[config.mk]
export PLATFORM = sky130hd
export DESIGN_NAME = load_store_unit_flat
export DESIGN_NICKNAME = d
export VERILOG_FILES = /design/src/rtl/riscv_pkg.sv /design/src/rtl/load_store_unit_if.sv /design/src/rtl/lsu_align.sv /design/src/rtl/load_store_unit.sv /design/src/flat_wrapper.sv
export SDC_FILE = /design/constraint.sdc
export NUM_CORES = 1
export LEC_CHECK = 0
export ABC_AREA = 1
export CORE_UTILIZATION = 45
export CTS_CLUSTER_DIAMETER = 80
export CTS_CLUSTER_SIZE = 25
export DETAILED_ROUTE_END_ITERATION = 7
export GPL_TIMING_DRIVEN = 0
export PLACE_DENSITY = 0.82
export SLEW_MARGIN = 20
export SYNTH_ARGS = -nofsm -noshare
export SYNTH_HDL_FRONTEND = slang
export SYNTH_SLANG_ARGS = --single-unit
[constraint.sdc]
create_clock -name clk -period 2.6 [get_ports clk]
set_clock_uncertainty 0.05 [all_clocks]
set_input_delay 0.65 -clock clk [delete_from_list [all_inputs] [get_ports clk]]
set_output_delay 0.65 -clock clk [all_outputs]
set_load 0.01 [all_outputs]
[src/rtl/riscv_pkg.sv]
// Shared RISC-V load/store definitions: funct3 encodings, LSU FSM states and a legality helper.
// Pure definitions with no timing or flow-control behaviour of their own.
package riscv_pkg;

  localparam logic [2:0] F3_B  = 3'b000;
  localparam logic [2:0] F3_H  = 3'b001;
  localparam logic [2:0] F3_W  = 3'b010;
  localparam logic [2:0] F3_D  = 3'b011;
  localparam logic [2:0] F3_BU = 3'b100;
  localparam logic [2:0] F3_HU = 3'b101;
  localparam logic [2:0] F3_WU = 3'b110;

  typedef enum logic [1:0] {
    ST_IDLE  = 2'd0,
    ST_BEAT0 = 2'd1,
    ST_BEAT1 = 2'd2,
    ST_RESP  = 2'd3
  } lsu_state_e;

  // Unsigned variants only exist for loads; doubleword forms need a 64-bit datapath.
  function automatic logic funct3_ok(input logic [2:0] f3, input logic we, input int xlen);
    case (f3)
      F3_B, F3_H, F3_W: funct3_ok = 1'b1;
      F3_D:             funct3_ok = (xlen == 64);
      F3_BU, F3_HU:     funct3_ok = !we;
      F3_WU:            funct3_ok = !we && (xlen == 64);
      default:          funct3_ok = 1'b0;
    endcase
  endfunction

endpackage

[src/rtl/load_store_unit_if.sv]
// Data-memory bus: the LSU is master, memory is slave; one beat completes per cycle
// on bus_req & bus_ready, and bus_ready low stretches the beat.
interface load_store_unit_if #(
  parameter int XLEN = 32
);
  logic              bus_req;
  logic              bus_we;
  logic [XLEN-1:0]   bus_addr;
  logic [XLEN/8-1:0] bus_be;
  logic [XLEN-1:0]   bus_wdata;
  logic              bus_ready;
  logic [XLEN-1:0]   bus_rdata;

  modport master (
    output bus_req, bus_we, bus_addr, bus_be, bus_wdata,
    input  bus_ready, bus_rdata
  );

  modport slave (
    input  bus_req, bus_we, bus_addr, bus_be, bus_wdata,
    output bus_ready, bus_rdata
  );
endinterface

[src/rtl/lsu_align.sv]
// Byte-lane steering for the LSU: byte enables over two adjacent words, store rotation,
// load extraction and sign/zero extension. Purely combinational, no flow control.
module lsu_align
  import riscv_pkg::*;
#(
  parameter int XLEN = 32
) (
  input  logic [2:0]                funct3,
  input  logic [$clog2(XLEN/8)-1:0] offset,
  input  logic [XLEN-1:0]           st_data,
  input  logic [XLEN-1:0]           rd_lo,
  input  logic [XLEN-1:0]           rd_hi,
  output logic [XLEN/8-1:0]         be_lo,
  output logic [XLEN/8-1:0]         be_hi,
  output logic [XLEN-1:0]           st_lanes,
  output logic [XLEN-1:0]           ld_data,
  output logic                      spans
);
  localparam int NB = XLEN / 8;

  logic [3:0]      nbytes;
  logic [2*NB-1:0] size_mask;
  logic [2*NB-1:0] mask2;
  logic [XLEN-1:0] ld_raw;
  logic            sbit;
  int              sh;

  always_comb begin
    nbytes    = 4'd1 << funct3[1:0];
    size_mask = '0;
    for (int i = 0; i < 2 * NB; i++) begin
      size_mask[i] = (i < int'(nbytes));
    end
    // Lanes past the top of the first word spill into the next aligned word.
    mask2 = size_mask << offset;
    be_lo = mask2[NB-1:0];
    be_hi = mask2[2*NB-1:NB];
    spans = |be_hi;

    sh       = int'({offset, 3'b000});
    st_lanes = (st_data << sh) | (st_data >> (XLEN - sh));
    ld_raw   = XLEN'({rd_hi, rd_lo} >> sh);

    case (funct3[1:0])
      2'd0:    sbit = ld_raw[7];
      2'd1:    sbit = ld_raw[15];
      2'd2:    sbit = ld_raw[31];
      default: sbit = ld_raw[XLEN-1];
    endcase
    sbit = sbit & ~funct3[2];

    ld_data = '0;
    for (int i = 0; i < XLEN; i++) begin
      ld_data[i] = (i < 8 * int'(nbytes)) ? ld_raw[i] : sbit;
    end
  end

endmodule

[src/rtl/load_store_unit.sv]
// RISC-V load/store unit: one request at a time, lsu_done 2 cycles after accept on a zero-wait bus.
// bus_ready stretches beats (bounded by TIMEOUT_CYCLES); LSU_MISALIGN_EN splits word-crossing accesses.
module load_store_unit
  import riscv_pkg::*;
#(
  parameter int XLEN           = 32,
  parameter int TIMEOUT_CYCLES = 16
) (
  input  logic              clk,
  input  logic              rst,
  input  logic              ex_valid,
  input  logic              ex_we,
  input  logic [2:0]        ex_funct3,
  input  logic [XLEN-1:0]   ex_addr,
  input  logic [XLEN-1:0]   ex_wdata,
  output logic              lsu_busy,
  output logic              lsu_done,
  output logic [XLEN-1:0]   lsu_rdata,
  output logic              lsu_err,
  load_store_unit_if.master bus
);
  localparam int NB = XLEN / 8;
  localparam int OW = $clog2(NB);
  localparam int TW = $clog2(TIMEOUT_CYCLES + 2);

  lsu_state_e      state_q, state_d;
  logic            we_q, we_d;
  logic [2:0]      f3_q, f3_d;
  logic [XLEN-1:0] addr_q, addr_d;
  logic [XLEN-1:0] wdata_q, wdata_d;
  logic [XLEN-1:0] lo_q, lo_d;
  logic [XLEN-1:0] rdata_q, rdata_d;
  logic            err_q, err_d;
  logic [TW-1:0]   tmo_q, tmo_d;

  logic            in_beat;
  logic            misal_err;
  logic            spans;
  logic [NB-1:0]   be_lo, be_hi;
  logic [XLEN-1:0] st_lanes, ld_data, word_base;

  lsu_align #(.XLEN(XLEN)) u_align (
    .funct3   (f3_q),
    .offset   (addr_q[OW-1:0]),
    .st_data  (wdata_q),
    .rd_lo    ((state_q == ST_BEAT1) ? lo_q : bus.bus_rdata),
    .rd_hi    (bus.bus_rdata),
    .be_lo    (be_lo),
    .be_hi    (be_hi),
    .st_lanes (st_lanes),
    .ld_data  (ld_data),
    .spans    (spans)
  );

`ifdef LSU_MISALIGN_EN
  assign misal_err = 1'b0;
`else
  logic [3:0] ex_size_m1;
  assign ex_size_m1 = (4'd1 << ex_funct3[1:0]) - 4'd1;
  assign misal_err  = |(4'(ex_addr[OW-1:0]) & ex_size_m1);
`endif

  always_comb begin
    state_d = state_q;
    we_d    = we_q;
    f3_d    = f3_q;
    addr_d  = addr_q;
    wdata_d = wdata_q;
    lo_d    = lo_q;
    tmo_d   = tmo_q;
    rdata_d = '0;
    err_d   = 1'b0;
    case (state_q)
      ST_IDLE: begin
        if (ex_valid) begin
          we_d    = ex_we;
          f3_d    = ex_funct3;
          addr_d  = ex_addr;
          wdata_d = ex_wdata;
          tmo_d   = '0;
          if (!funct3_ok(ex_funct3, ex_we, XLEN) || misal_err) begin
            state_d = ST_RESP;
            err_d   = 1'b1;
          end else begin
            state_d = ST_BEAT0;
          end
        end
      end
      ST_BEAT0, ST_BEAT1: begin
        if (bus.bus_ready) begin
          tmo_d = '0;
          if (state_q == ST_BEAT0 && spans) begin
            state_d = ST_BEAT1;
            lo_d    = bus.bus_rdata;
          end else begin
            state_d = ST_RESP;
            rdata_d = we_q ? '0 : ld_data;
          end
        end else if (TIMEOUT_CYCLES > 0 && tmo_q == TW'(TIMEOUT_CYCLES - 1)) begin
          state_d = ST_RESP;
          err_d   = 1'b1;
        end else begin
          tmo_d = tmo_q + 1'b1;
        end
      end
      default: state_d = ST_IDLE;
    endcase
  end

  always_ff @(posedge clk) begin
    if (rst) begin
      state_q <= ST_IDLE;
      we_q    <= 1'b0;
      f3_q    <= '0;
      addr_q  <= '0;
      wdata_q <= '0;
      lo_q    <= '0;
      rdata_q <= '0;
      err_q   <= 1'b0;
      tmo_q   <= '0;
    end else begin
      state_q <= state_d;
      we_q    <= we_d;
      f3_q    <= f3_d;
      addr_q  <= addr_d;
      wdata_q <= wdata_d;
      lo_q    <= lo_d;
      rdata_q <= rdata_d;
      err_q   <= err_d;
      tmo_q   <= tmo_d;
    end
  end

  assign in_beat   = (state_q == ST_BEAT0) || (state_q == ST_BEAT1);
  assign word_base = {addr_q[XLEN-1:OW], {OW{1'b0}}};

  assign lsu_busy  = ((state_q == ST_IDLE) && ex_valid) || in_beat;
  assign lsu_done  = (state_q == ST_RESP);
  assign lsu_rdata = rdata_q;
  assign lsu_err   = err_q;

  assign bus.bus_req   = in_beat;
  assign bus.bus_we    = in_beat && we_q;
  assign bus.bus_addr  = !in_beat ? '0 :
                         (state_q == ST_BEAT1) ? word_base + XLEN'(NB) : word_base;
  assign bus.bus_be    = (state_q == ST_BEAT0) ? be_lo :
                         (state_q == ST_BEAT1) ? be_hi : '0;
  assign bus.bus_wdata = (in_beat && we_q) ? st_lanes : '0;

endmodule

[src/flat_wrapper.sv]
// flat-port wrapper written by rule: the top's interface ports become plain ports
module load_store_unit_flat import riscv_pkg::*;
#(
  parameter int XLEN           = 32,
  parameter int TIMEOUT_CYCLES = 16
)
  (clk, rst, ex_valid, ex_we, ex_funct3, ex_addr, ex_wdata, lsu_busy, lsu_done, lsu_rdata, lsu_err, bus_bus_req, bus_bus_we, bus_bus_addr, bus_bus_be, bus_bus_wdata, bus_bus_ready, bus_bus_rdata);
  load_store_unit_if #(.XLEN(XLEN)) bus_i ();
  input  logic clk;
  input  logic rst;
  input  logic ex_valid;
  input  logic ex_we;
  input  logic [2:0] ex_funct3;
  input  logic [XLEN-1:0] ex_addr;
  input  logic [XLEN-1:0] ex_wdata;
  output logic lsu_busy;
  output logic lsu_done;
  output logic [XLEN-1:0] lsu_rdata;
  output logic lsu_err;
  output wire logic [$bits(bus_i.bus_req)-1:0] bus_bus_req;
  output wire logic [$bits(bus_i.bus_we)-1:0] bus_bus_we;
  output wire logic [$bits(bus_i.bus_addr)-1:0] bus_bus_addr;
  output wire logic [$bits(bus_i.bus_be)-1:0] bus_bus_be;
  output wire logic [$bits(bus_i.bus_wdata)-1:0] bus_bus_wdata;
  input wire logic [$bits(bus_i.bus_ready)-1:0] bus_bus_ready;
  input wire logic [$bits(bus_i.bus_rdata)-1:0] bus_bus_rdata;
  assign bus_bus_req = bus_i.bus_req;
  assign bus_bus_we = bus_i.bus_we;
  assign bus_bus_addr = bus_i.bus_addr;
  assign bus_bus_be = bus_i.bus_be;
  assign bus_bus_wdata = bus_i.bus_wdata;
  assign bus_i.bus_ready = bus_bus_ready;
  assign bus_i.bus_rdata = bus_bus_rdata;
  load_store_unit #(.XLEN(XLEN), .TIMEOUT_CYCLES(TIMEOUT_CYCLES)) u_core (.clk(clk), .rst(rst), .ex_valid(ex_valid), .ex_we(ex_we), .ex_funct3(ex_funct3), .ex_addr(ex_addr), .ex_wdata(ex_wdata), .lsu_busy(lsu_busy), .lsu_done(lsu_done), .lsu_rdata(lsu_rdata), .lsu_err(lsu_err), .bus(bus_i));
endmodule
# Yosys cells after proc, flatten, opt, wreduce, memory -nomap -nowiden

Cells that the tools add are included.

$add $sub $neg: 4
Order comparisons: 40
Equality and inequality tests: 12
Shift operators: 6
Mux-type cells: 57
Bitwise operators: 6
Reduce and logical (&&, ||, !) cells: 22

Operator list:

| kind                    | number |
|---|---|
| $mux W32                | 4 |
| $lt A5 B7 Y1 const A    | 16 |
| $shr A64 B5 Y32         | 1 |
| $lt A4 B7 Y1 const A    | 8 |
| $mux W1                 | 39 |
| $add A32 B3 Y32 const B | 1 |
| $or A32 B32 Y32         | 1 |
| $shl A32 B5 Y32         | 1 |
| $shr A32 B32 Y32        | 1 |
| $lt A3 B7 Y1 const A    | 4 |
| $lt A3 B4 Y1 const A    | 4 |
| $mux W5                 | 3 |
| $lt A1 B7 Y1 const A    | 2 |
| $lt A2 B7 Y1 const A    | 2 |
| $pmux W5 S2             | 1 |
| $lt A1 B4 Y1 const A    | 2 |
| $lt A2 B4 Y1 const A    | 2 |
| $mux W2                 | 4 |
| $mux W4                 | 2 |
| $reduce_or A4 Y1        | 2 |
| $shl A1 B2 Y4 const A   | 2 |
| $shl A8 B2 Y8           | 1 |
| $sub A6 B5 Y7 const A   | 1 |
| $eq A3 B3 Y1 const B    | 2 |
| other kinds (26)        | 41 |

Flip-flop bits (word level): 140
Input bits: 104

# Longest topological paths before layout

Depth after elaboration: 10
Gate-level depth with buffers: 15
Depth with buffers taken out: 13

# Cells and area by module

A second synthesis with hierarchy kept.

Cell total of the unflattened synthesis: 1443
Area total of the unflattened synthesis: 8623.3 µm²

By module, submodules not included:

| module          | times used | cells each | area an instance (µm²) | seq. area each (µm²) |
|---|---|---|---|---|
| load_store_unit | 1          | 999        | 6531.3                 | 2802.7 |
| lsu_align       | 1          | 444        | 2092.0                 | 0.0 |

# Least setup slack after synthesis

OpenSTA, ideal clock, no wires.

Kind: register -> output
Start: register u_core.addr_q[1]
End: output port bus_bus_wdata[6]
Data arrival time: 2.044 ns
Slack: -0.144 ns
Cell stages (with the launch flop): 13
Path buffers: 3
Cell sequence: dfxtp_1 > inv_1 > buf_2 > buf_1 > ha_1 > nor2_1 > nor2_1 > inv_1 > buf_2 > nand2_1 > o211ai_1 > nand2_1 > inv_1

Word-level cells in the longest chain between the ends: 4

RTL lines:

| what                   | RTL line               | source |
|---|---|---|
| from (decl)            | load_store_unit.sv:29  | `logic [XLEN-1:0] addr_q, addr_d;` |
| from (signal assigned) | load_store_unit.sv:125 | `addr_q <= addr_d;` |
| $sub A6 B5 Y7          | lsu_align.sv:41        | `st_lanes = (st_data << sh) \| (st_data >> (XLEN - sh));` |
| $shr A32 B32 Y32       | lsu_align.sv:41        |  |
| $or A32 B32 Y32 *      | lsu_align.sv:41        |  |
| $mux W32 *             | load_store_unit.sv:148 | `assign bus.bus_wdata = (in_beat && we_q) ? st_lanes : '0;` |
| to (decl)              | flat_wrapper.sv:24     | `output wire logic [$bits(bus_i.bus_wdata)-1:0] bus_bus_wdata;` |

Mark *: on every way between the ends. The rest lies on a longest branch, timed or not.

# Final worst setup path

Start: register u_core.addr_q[0]
End: output port bus_bus_wdata[15]

Same word-level chain as after synthesis.

==> flow_summary.json <==
{
  "status": "complete, but fails checks",
  "violations": "negative setup slack",
  "numCtsBuffers": 17,
  "worst_setup_path_end_kind": "primary output",
  "p_int_mw": 6.58,
  "clk_path_buf_depth": 2,
  "seq_area_um2": 2820,
  "vias_per_cell": 5.88,
  "dr.pass1.iters": 6,
  "final.period_utilization_pct": 119,
  "place_area_um2": 10500,
  "drt_iter0_markers": 1332,
  "coreArea_um2": 17500,
  "cts_hold_buf": 0,
  "power_mw": 11.9,
  "final_util_pct": 72.6,
  "die_area_um2": 18600,
  "io_buffers": 206,
  "final-setup-viol-count": 65,
  "clock_sinks": 140,
  "r2r_slack_ps": 100,
  "die_h_um": 136,
  "path_clk_slew_ps": 70,
  "p_per_area_nw_per_um2": 935,
  "switchingPower_mw": 5.27,
  "p_leak_nw": 5.37,
  "crit_type": "reg2out",
  "drcViolationCount": 0,
  "pwr-share-clk_pct": 21.4,
  "slew_headroom_pct": 53.6,
  "area_growth_pct": 56.1,
  "clock_latency_ps": 440,
  "place_ws_ps": -1050,
  "yosys_warnings": 0,
  "grt.total_usage_pct": 39.0,
  "route.detailed.wl_per_inst_um": 20.5,
  "timing.fmax_ghz": 0.322,
  "seq_power_share_pct": 24.7,
  "fin_tns_setup_ps": -19620,
  "grt_overflow": 0,
  "hold_violations": 0,
  "grt_max_degree": 20,
  "vias": 10800,
  "synth_cells": 1277,
  "power_switching_share_pct": 44.5,
  "synth_seq_cells": 140,
  "synth.avg_cell_area_um2": 6.36,
  "critPathMaxFanout": 5,
  "required_ps": 1900,
  "place_congestion": 0.991,
  "ys_types": 45,
  "wirelength_um": 37600,
  "start_util_pct": 46.5,
  "hold_class": "reg2reg",
  "root_buffer": "clkbuf_16",
  "drive_above_1_share_pct": 24.1,
  "p_comb_share_pct": 53.9,
  "synth_area_um2": 8130,
  "worst_slack_ps": -504,
  "maxCapViolCount": 0,
  "cts_tree": "done",
  "arrival_ps": 2400,
  "final_nets": 1703,
  "worst_pin_slew_ps": 696,
  "fp.dieW_um": 136,
  "grt_pass1_vias": 9933,
  "rsz0062_at_grt": "true",
  "ys_seq_area_share_pct": 34.5,
  "grt_pass1_wl_um": 54500,
  "rows": 48,
  "fillCellCount": 1379,
  "pin_count": 209,
  "fin_crit_ps": 3100,
  "ant_nets": 0,
  "dp_hpwl_um": 25600,
  "start_kind": "register",
  "ir_drop_mv": 0.588,
  "dp_cells": 1709,
  "multiInputGateArea_um2": 5050,
  "htree_levels": 4,
  "fin_cells": 1830,
  "worstHoldPathCells": 2,
  "antenna_found_initial": 1,
  "r2r_cells": 13,
  "hold_slack_ps": 401,
  "slew_viol_final": 0,
  "stdcell_area_um2": 12700
}
-- cell families (layout without fill, tap and decap cells) --
kind of cell | Yosys count | count (layout) | synth area share [%]
flip-flops | 140 | 140 | 34.5
AO/OA/AOI/OAI | 421 | 421 | 27.8
AND/OR/NAND/NOR | 463 | 463 | 23.7
adder cells (fa/ha/maj) | 8 | 8 | 1.23
XOR/XNOR | 7 | 7 | 0.754
other | 1 | 3 | 0.0461
multiplexers | 1 | 1 | 0.123
buffers and inverters | 236 | 562 | 11.9
-- synthesized netlist by cell type --
cell,number,area share (%)
a211oi_1,3,0.28
a21oi_1,142,8.7
a21oi_2,1,0.11
a221oi_1,7,0.75
a2bb2oi_1,1,0.11
a31oi_1,8,0.62
a32o_1,1,0.12
buf_1,5,0.23
buf_2,26,1.6
buf_4,4,0.37
buf_6,4,0.55
clkbuf_1,44,2.0
clkinv_1,1,0.046
conb_1,1,0.046
dfxtp_1,140,34
ha_1,8,1.2
inv_1,148,6.8
inv_2,3,0.14
inv_4,1,0.077
mux2i_1,1,0.12
nand2_1,258,12
nand2_2,1,0.077
nand2_4,1,0.14
nand3_1,36,2.2
nand3_2,2,0.25
nand3_4,1,0.22
nand4_1,4,0.31
nand4_2,2,0.31
nor2_1,134,6.2
nor2_2,7,0.54
nor2_4,2,0.28
nor2_8,1,0.25
nor3_1,11,0.68
nor3_4,1,0.20
nor4_1,2,0.15
o211ai_1,27,2.5
o21a_1,2,0.18
o21ai_0,212,13
o21ai_1,8,0.49
o221a_2,1,0.14
o221ai_1,1,0.11
o22ai_1,6,0.46
o32ai_1,1,0.11
xnor2_1,3,0.32
xor2_1,4,0.43
-- area by class of cell --
| cell class | count | share of cell area, % |
|---|---|---|
| repair buffers | 299 | 21.4 |
| inverters | 153 | 4.95 |
| well taps | 225 | 2.22 |
| flip-flops and latches | 140 | 22.2 |
| plain buffers | 77 | 4.54 |
| multi-input cells | 902 | 39.8 |
| repair inverters | 1 | 0.0592 |
| diodes | 1 | 0.0197 |
| clock buffers | 17 | 3.35 |
| clock inverters | 15 | 1.37 |
-- layer usage --
layer | wire [µm] | global-route usage [%]
met4 | 2000 | 19.8
met3 | 4370 | 10.3
met5 | 0 | 0
met2 | 17200 | 63.3
met1 | 14000 | 47.4
-- flip-flops by register name, summed over array words and instances (netlist names) --
register and cells:
u_core.addr_q 32, u_core.f3_q 3, u_core.wdata_q 32, u_core.lsu_err 1, u_core.lo_q 32, u_core.state_q 2, u_core.we_q 1, u_core.tmo_q 5
u_core.lsu_rdata 32
-- path summary, 6_finish.rpt --
| check | start | to |
|---|---|---|
| setup / recovery | u_core.addr_q[0] | bus_bus_wdata[15] |
| hold reg to reg | u_core.lo_q[28] | u_core.lo_q[28] |
| setup reg to reg | u_core.state_q[0] | u_core.lsu_rdata[20] |
| hold / removal | u_core.lo_q[28] | u_core.lo_q[28] |
-- critical path, cell delays in order, from the launching register on --
cell	delay (ps)
dfxtp_2	340
buf_6	140
inv_8	40
buf_8	120
ha_4	280
inv_2	40
nor2_4	130
clkinvlp_4	230
buf_6	180
o211ai_1	220
nand2_1	80
inv_1	50
buf_2	120
-- power by group through the flow --
stage	registers (mW)	logic [mW]	clock network [mW]
finish	2.93	6.39	2.54
global route	2.96	6.73	2.62
CTS	2.88	5.58	2.53
detailed placement	2.90	4.42	0
global placement	2.89	4.41	0
floorplan	2.82	2.65	0
-- cell usage in the layout, fill, tap and decap left out, types with 10 or more instances in the layout --
| master | instances |
|---|---|
| nand2_1 | 223 |
| o21ai_0 | 177 |
| inv_1 | 137 |
| clkdlybuf4s50_1 | 136 |
| dfxtp_1 | 134 |
| nor2_1 | 123 |
| a21oi_1 | 118 |
| buf_2 | 64 |
| buf_4 | 58 |
| buf_6 | 48 |
| nand3_1 | 33 |
| clkbuf_1 | 30 |
| o211ai_1 | 27 |
| o21ai_1 | 26 |
| a21oi_2 | 24 |
| nand2_2 | 20 |
| clkbuf_16 | 18 |
| nand2_4 | 16 |
| nor2_4 | 15 |
| o21ai_2 | 14 |
| buf_8 | 12 |
| nor3_1 | 11 |
| inv_6 | 10 |
-- repair_timing --
| item | 4_1_cts | 5_1_grt |
|---|---|---|
| resized for setup | 483 | 161 |
| setup buffers | 64 | 30 |
| setup endpoints to repair | 69 | 86 |
| pin swaps | 61 | 66 |
| cloned | 5 | 1 |
No activity file was read; power rests on OpenSTA's default activity.
